`src/rtl/types.sv`:
```
// Shared types for the load/store unit slice.
// Contents:
//   regaddr_t   - architectural register index
//   mem_op_e    - memory operation carried in EX/MEM
//   mem_size_e  - access width
//   lsu_state_e - load/store unit FSM state
//   helper functions for alignment checks, byte enables and store lanes
package types;

  typedef logic [4:0] regaddr_t;

  typedef enum logic [1:0] {
    MEM_OP_NONE  = 2'd0,
    MEM_OP_LOAD  = 2'd1,
    MEM_OP_STORE = 2'd2
  } mem_op_e;

  typedef enum logic [1:0] {
    MEM_SIZE_BYTE = 2'd0,
    MEM_SIZE_HALF = 2'd1,
    MEM_SIZE_WORD = 2'd2
  } mem_size_e;

  typedef enum logic [1:0] {
    IDLE = 2'd0,
    BUSY = 2'd1,
    DONE = 2'd2
  } lsu_state_e;

  // A half must sit on an even address, a word on a multiple of four.
  function automatic logic is_misaligned(input mem_size_e size, input logic [1:0] byte_off);
    logic bad;
    case (size)
      MEM_SIZE_BYTE: bad = 1'b0;
      MEM_SIZE_HALF: bad = byte_off[0];
      MEM_SIZE_WORD: bad = (byte_off != 2'b00);
      default:       bad = (byte_off != 2'b00);
    endcase
    return bad;
  endfunction

  // Lane mask for the addressed bytes within the word.
  function automatic logic [3:0] byte_enables(input mem_size_e size, input logic [1:0] byte_off);
    logic [3:0] be;
    case (size)
      MEM_SIZE_BYTE: be = 4'b0001 << byte_off;
      MEM_SIZE_HALF: be = 4'b0011 << byte_off;
      MEM_SIZE_WORD: be = 4'b1111;
      default:       be = 4'b1111;
    endcase
    return be;
  endfunction

  // Replicating the low-order data across lanes lets the byte enables pick
  // the right lane without a barrel shifter.
  function automatic logic [31:0] store_lanes(input mem_size_e size, input logic [31:0] data);
    logic [31:0] lanes;
    case (size)
      MEM_SIZE_BYTE: lanes = {4{data[7:0]}};
      MEM_SIZE_HALF: lanes = {2{data[15:0]}};
      MEM_SIZE_WORD: lanes = data;
      default:       lanes = data;
    endcase
    return lanes;
  endfunction

endpackage

```
`src/rtl/load_align.sv`:
```
// Load data aligner: picks the addressed byte or half out of a bus word and
// zero- or sign-extends it to 32 bits. Purely combinational.
// Ports:
//   rdata     in  32  word read from the data bus
//   byte_off  in  2   low address bits of the access
//   size      in      access width
//   is_signed in  1   sign-extend sub-word results
//   data      out 32  aligned, extended result
module load_align
  import types::*;
(
  input  logic [31:0] rdata,
  input  logic [1:0]  byte_off,
  input  mem_size_e   size,
  input  logic        is_signed,
  output logic [31:0] data
);

  logic [7:0]  byte_s;
  logic [15:0] half_s;

  // Lane selection followed by extension by access width.
  always_comb begin
    byte_s = 8'd0;
    half_s = 16'd0;
    data   = 32'd0;
    case (byte_off)
      2'd0:    byte_s = rdata[7:0];
      2'd1:    byte_s = rdata[15:8];
      2'd2:    byte_s = rdata[23:16];
      2'd3:    byte_s = rdata[31:24];
      default: byte_s = rdata[7:0];
    endcase
    if (byte_off[1]) begin
      half_s = rdata[31:16];
    end else begin
      half_s = rdata[15:0];
    end
    case (size)
      MEM_SIZE_BYTE: data = {{24{is_signed & byte_s[7]}}, byte_s};
      MEM_SIZE_HALF: data = {{16{is_signed & half_s[15]}}, half_s};
      MEM_SIZE_WORD: data = rdata;
      default:       data = rdata;
    endcase
  end

endmodule

```
`src/rtl/load_store_unit.sv`:
```
// MEM-stage load/store unit. Accepts a memory op from EX/MEM, runs one
// req/ack transaction on the data bus, aligns/extends load data and hands it
// with its destination register to MEM/WB. Stalls the pipeline while a
// transaction is outstanding; faults on misalignment and on bus timeout.
// Ports:
//   clk, rst_n                     clock, async active-low reset
//   mem_op, mem_size, mem_signed   operation from EX/MEM
//   addr, store_data, rd_addr      byte address, store source, load dest
//   dbus_req/we/addr/be/wdata      data bus request side (registered)
//   dbus_ack, dbus_rdata           data bus response side
//   mem_stall                      pipeline freeze (combinational)
//   load_valid/data/rd_addr        load result to MEM/WB
//   misaligned                     misaligned-access pulse (combinational)
//   bus_fault                      ack-timeout pulse
module load_store_unit
  import types::*;
#(
  parameter int unsigned ACK_TIMEOUT = 255
) (
  input  logic        clk,
  input  logic        rst_n,
  input  mem_op_e     mem_op,
  input  mem_size_e   mem_size,
  input  logic        mem_signed,
  input  logic [31:0] addr,
  input  logic [31:0] store_data,
  input  regaddr_t    rd_addr,
  output logic        dbus_req,
  output logic        dbus_we,
  output logic [31:0] dbus_addr,
  output logic [3:0]  dbus_be,
  output logic [31:0] dbus_wdata,
  input  logic        dbus_ack,
  input  logic [31:0] dbus_rdata,
  output logic        mem_stall,
  output logic        load_valid,
  output logic [31:0] load_data,
  output regaddr_t    load_rd_addr,
  output logic        misaligned,
  output logic        bus_fault
);

  localparam logic [7:0] TIMEOUT_C = 8'(ACK_TIMEOUT);

  lsu_state_e  state_r;
  logic [7:0]  timer_r;
  logic [7:0]  timer_next_s;
  logic [1:0]  byte_off_r;
  mem_size_e   size_r;
  logic        signed_r;
  logic        is_load_r;
  regaddr_t    rd_r;
  logic        accept_s;
  logic [31:0] aligned_s;

  // Align the bus word using the fields latched when the op was accepted.
  load_align u_load_align (
    .rdata     (dbus_rdata),
    .byte_off  (byte_off_r),
    .size      (size_r),
    .is_signed (signed_r),
    .data      (aligned_s)
  );

  // Op acceptance, misalignment detection and pipeline stall.
  always_comb begin
    accept_s     = 1'b0;
    misaligned   = 1'b0;
    timer_next_s = timer_r + 8'd1;
    if ((state_r == IDLE) && (mem_op != MEM_OP_NONE)) begin
      if (is_misaligned(mem_size, addr[1:0])) begin
        misaligned = 1'b1;
      end else begin
        accept_s = 1'b1;
      end
    end else begin
      accept_s = 1'b0;
    end
    // Stall starts combinationally in the accept cycle so EX/MEM holds the op.
    mem_stall = accept_s || (state_r == BUSY);
  end

  // Transaction FSM with registered bus and result outputs.
  always_ff @(posedge clk or negedge rst_n) begin
    if (!rst_n) begin
      state_r      <= IDLE;
      timer_r      <= 8'd0;
      byte_off_r   <= 2'd0;
      size_r       <= MEM_SIZE_BYTE;
      signed_r     <= 1'b0;
      is_load_r    <= 1'b0;
      rd_r         <= 5'd0;
      dbus_req     <= 1'b0;
      dbus_we      <= 1'b0;
      dbus_addr    <= 32'd0;
      dbus_be      <= 4'd0;
      dbus_wdata   <= 32'd0;
      load_valid   <= 1'b0;
      load_data    <= 32'd0;
      load_rd_addr <= 5'd0;
      bus_fault    <= 1'b0;
    end else begin
      bus_fault <= 1'b0;
      case (state_r)
        IDLE: begin
          load_valid <= 1'b0;
          timer_r    <= 8'd0;
          if (accept_s) begin
            dbus_req   <= 1'b1;
            dbus_we    <= (mem_op == MEM_OP_STORE);
            dbus_addr  <= {addr[31:2], 2'b00};
            dbus_be    <= byte_enables(mem_size, addr[1:0]);
            dbus_wdata <= store_lanes(mem_size, store_data);
            byte_off_r <= addr[1:0];
            size_r     <= mem_size;
            signed_r   <= mem_signed;
            is_load_r  <= (mem_op == MEM_OP_LOAD);
            rd_r       <= rd_addr;
            state_r    <= BUSY;
          end
        end
        BUSY: begin
          // Ack takes priority over a timeout expiring in the same cycle.
          if (dbus_ack) begin
            dbus_req <= 1'b0;
            if (is_load_r) begin
              load_valid   <= 1'b1;
              load_data    <= aligned_s;
              load_rd_addr <= rd_r;
            end
            state_r <= DONE;
          end else if (timer_next_s == TIMEOUT_C) begin
            dbus_req  <= 1'b0;
            bus_fault <= 1'b1;
            state_r   <= DONE;
          end else begin
            timer_r <= timer_next_s;
          end
        end
        DONE: begin
          // mem_op still shows the retiring instruction here, so it is ignored.
          load_valid <= 1'b0;
          state_r    <= IDLE;
        end
        default: begin
          dbus_req   <= 1'b0;
          load_valid <= 1'b0;
          state_r    <= IDLE;
        end
      endcase
    end
  end

endmodule

```
`config.mk`:
```
export PLATFORM = sky130hd
export DESIGN_NAME = load_store_unit
export DESIGN_NICKNAME = d
export VERILOG_FILES = /design/src/rtl/types.sv /design/src/rtl/load_align.sv /design/src/rtl/load_store_unit.sv
export SDC_FILE = /design/constraint.sdc
export NUM_CORES = 1
export LEC_CHECK = 0
export ABC_CLOCK_PERIOD_IN_PS = 2900
export BUFFER_PORTS_ARGS = -buffer_cell sky130_fd_sc_hd__buf_2
export CORE_MARGIN = 1.5
export CORE_UTILIZATION = 45
export DETAILED_ROUTE_END_ITERATION = 16
export GPL_TIMING_DRIVEN = 0
export PLACE_DENSITY = 0.74
export SLEW_MARGIN = 0
export SYNTH_ARGS = -nofsm -noshare
export SYNTH_HDL_FRONTEND = slang
export SYNTH_SLANG_ARGS = --single-unit
```
`constraint.sdc`:
```
create_clock -name clk -period 2.9 [get_ports clk]
set_input_delay 0.87 -clock clk [delete_from_list [all_inputs] [get_ports clk]]
set_output_delay 0.87 -clock clk [all_outputs]
set_load 0.005 [all_outputs]
```
==> results.md <==
- The run finished with clean final reports.
- Based on the critical path, the design can be clocked at up to 354.2 MHz.
- The post-route cell area is between 0.007 and 0.008 mm².
- The top cell types in the final layout, fill and taps aside, are 237 x buf_2, 217 x nand2_1, 128 x dfrtp_1.
- The largest individual stage delay along the critical path comes from the cell o21a_4.
- The wire length reported by the detailed router is ~17 mm.
- The top fanout value on the critical path is 10.
- The area overhead of the layout relative to synthesis is 34.48%.
- Grouping stages by cell kind, the critical path spends the most delay in buffers and inverters.
- The fraction of layout instances using a drive strength above 1 is 0.3375.
- The register clock-pin slew on the reported worst setup and hold paths is 0.05 ns.
- The die is between 100 and 150 µm wide.
- Counting flops and latches in the post-synthesis netlist gives ~130.
- The row count is 41.
- The path type of the worst min-delay path is in2async.
- The critical path in this run is classified as in2out.
- Across the routed clock network, the largest skew measured is around 0.009 ns.
- In this run the tightest slew margin relative to its limit is 0.3464.
- The routed layout has roughly 5500 vias.
- The CTS tree is done.
- The number of antenna violations at the first check in global routing was 0.
- At the pin with the least slew margin, the transition time is between 0.9 and 1 ns.
- The number of H-tree levels is 4.
- The synthesized netlist cell count is about 630.
- The filler cells instantiated in the layout total 1157.
- The detailed-placement wirelength estimate is around 12 mm.
- Pin placement for this block handled 220 I/O pins.
- Of the available clock period, the critical path in the final layout requires 0.9735.
- The die is 116.7 µm tall.
- By area, the combinational part of the netlist is dominated by simple AND/OR/NAND/NOR gates.
- The hold-fix buffer count after cts is 0.
- The number of synthesized flops with an enable pin is 0.
- The standard cell area after detailed placement is around 0.0071 mm².
- The max-capacitance violation count is 0.
- The minimum setup slack after placement is -0.2990 ns.
- The largest incremental delay on the critical path is 0.24 ns.
- The via count of the first global-routing pass was ~5200.
- The register-to-register setup slack is 0.99 ns.
- Data arrives at the worst endpoint at ~2.0 ns.
- The worst register-to-register path ends at dbus_be[3]$_DFFE_PN0P_.
- The power per unit of standard cell area is 934.9 mW/mm².
- The total clock buffers created by CTS is 17.
- The minimum period implied by the final worst setup slack is between 2 and 3 ns.
- The number of antenna repair diodes is 0.
- Of the total synthesized cell area, the portion taken by AND, OR, NAND and NOR gates is 0.2375.
- The synthesis warning total is 0.
- In this run the standard cell core region covers approximately 0.013 mm².
- Leaving out fill and tap cells, the most frequent cell in the layout is buf_2.
- The post-synthesis share of cell area spent on xor and xnor gates is 0.001506.
- The worst-skew pair later-pin latency is between 0.4 and 0.5 ns.
- The number of iterations in the first detailed-routing pass is 5.
- IR analysis of the VDD net gives a maximum drop of roughly 0.5 mV.
- The flip-flop cell with the highest count after synthesis is dfrtp_1.
- The final count of pins violating max slew came to 0.
- The adder-cell area share of the yosys netlist is 0.004302.
- In this run the cell area of the synthesized design comes to about 0.0058 mm².
- The number of cells on the worst reg-to-reg path is 7.
- The share of the Yosys chip area taken by registers is 0.5507.
- Adding up every negative setup slack in the final design gives 0 ns.
- The final hold violation count came to 0.
- The number of I/O port buffers is around 220.
- The clock passes through at most 2 buffers.
- The average instance in the mapped netlist occupies between 9 and 10 µm².
- The number of violations reported at the end of detailed-routing iteration 0 is between 300 and 400.
- The static leakage is between 4 and 5 nW.
- The compound-gate portion of the synthesized area is 0.1334.
- At the end of routability-driven placement, the weighted congestion stood at between 0.9 and 1.
- The number of buffer and inverter stages on the critical path is 4.
- The count of different cell masters after synthesis is 48.
- The final net count is between 900 and 1000.
- Setup violations remaining at the end of the flow were counted as 0.
- The cell chosen for the clock root is clkbuf_16.
- The most common cell type on the critical path is buf_4.
- For the worst setup path, the data required time is 2.03 ns.
- Traced cell by cell, the critical path runs through buf_4, o21a_4, nor2_4, nand2_4, buf_6, buf_4, nand2_1, buf_2.
- After detailed routing, the number of remaining DRC violations is 0.
- The combined global-route utilization of all metal layers is 0.2519.
- Entering global routing, the biggest net connects 70 pins.
- The ratio of routed vias to standard cells is about 5.2.
- The first global-routing pass estimated between 20 and 30 mm of wire.
- Setup repair after global routing left no endpoint under its margin.
- The share of synthesized flip-flops with an asynchronous set or reset is 1.000.
- The floorplan step defined a die boundary enclosing between 0.01 and 0.015 mm².
- The clock sink count is 128.
- In this run the critical register-to-register path is launched from state_r[0]$_DFFE_PN0P_.
- The worst setup path is captured at an output pin.
- The slack of the critical path is 0.07685 ns.
- Once detail routing completed, the nets flagged for antenna violations numbered 0.
- In the final routed layout, each cell accounts on average for 15.73 µm.
- The aggregate global routing overflow is 0.
- For this configuration, the core starts out at a cell density of 0.4609.
- Measured against the total synthesized area, the mux share comes to 0.03614.
- The element type at the critical path start is an input pin.
-- cells in the mapped netlist (10+ instances only) --
master / instances / area share
a21oi_1: 17 / 0.015
clkbuf_1: 10 / 0.0065
a31oi_1: 12 / 0.013
nor2_1: 29 / 0.019
a221o_1: 14 / 0.024
nand3_1: 39 / 0.034
buf_2: 26 / 0.022
o21ai_0: 38 / 0.033
nand2_1: 217 / 0.14
mux2i_1: 21 / 0.036
nor3_1: 16 / 0.014
dfrtp_1: 128 / 0.55
-- per-layer routing --
layer  vias up  global-route usage  part of all wire
met4         0             0.09639             0.022
met5         -                   0                 0
met1      2598              0.3279              0.43
li1       2645                   -                 -
met3        34             0.07732             0.085
met2       250              0.3973              0.46
-- metrics by stage --
step	total power, W	util	hold slack (ns)	instances
6_report	0.007314	0.6199	0.4272	1058
5_1_grt	0.007826	0.6199	0.4584	1058
4_1_cts	0.007365	0.6193	0.4364	1058
3_5_place_dp	0.005053	0.5662	0.4573	1023
3_3_place_gp	0.004991	0.5636	0.4481	1022
2_1_floorplan	0.003970	-	0.4386	635
-- how the worst max path moves through the flow --
stage	start	endpoint	slack (ns)	depth (start not counted)
finish	addr[0]	mem_stall	0.08	8
global route	addr[1]	mem_stall	0.01	8
CTS	addr[1]	mem_stall	0.04	8
detailed placement	addr[0]	mem_stall	-0.30	8
global placement	rst_n	dbus_addr[13]$_DFFE_PN0P_	-0.75	1
floorplan	addr[0]	mem_stall	0.13	7
-- sequential cells by signal, indices dropped and copies added (netlist names) --
register	count
load_rd_addr	5
dbus_wdata	32
bus_fault	1
dbus_req	1
is_load_r	1
state_r	2
rd_r	5
timer_r	8
size_r	2
load_data	32
dbus_we	1
dbus_addr	30
signed_r	1
load_valid	1
dbus_be	4
byte_off_r	2
-- layout make-up --
type | count | area, µm² | share of cell area
Tap cell | 172 | 215.2 | 0.02751
Multi-Input combinational cell | 463 | 2424 | 0.3098
Clock buffer | 18 | 439.2 | 0.05614
Inverter | 5 | 18.77 | 0.002399
Timing Repair Buffer | 219 | 1132 | 0.1448
Clock inverter | 14 | 187.7 | 0.02399
Buffer | 39 | 202.7 | 0.02591
Sequential cell | 128 | 3203 | 0.4095
-- timing repair --
item	CTS	global route
resized for setup	7	1
setup buffers	3	0
hold endpoints to repair	0	0
pin swaps	3	2
endpoints found under the setup margin	1	1
-- power breakdown --
part | internal, W | leakage (nW) | total [W] | switching [W]
clock network | 0.00146 | 0.310 | 0.00227 | 0.000807
registers | 0.00245 | 1.61 | 0.00286 | 0.000408
logic | 0.000997 | 2.24 | 0.00219 | 0.00119
total | 0.00491 | 4.16 | 0.00731 | 0.00241
-- cell families after synthesis --
kind of cell / Yosys count
flops: 128
other cells: 1
simple gates: 323
fa+ha+maj: 2
compound gates: 114
mux: 21
buf+inv: 44
xor+xnor: 1
(Power assumes the default switching activity.)
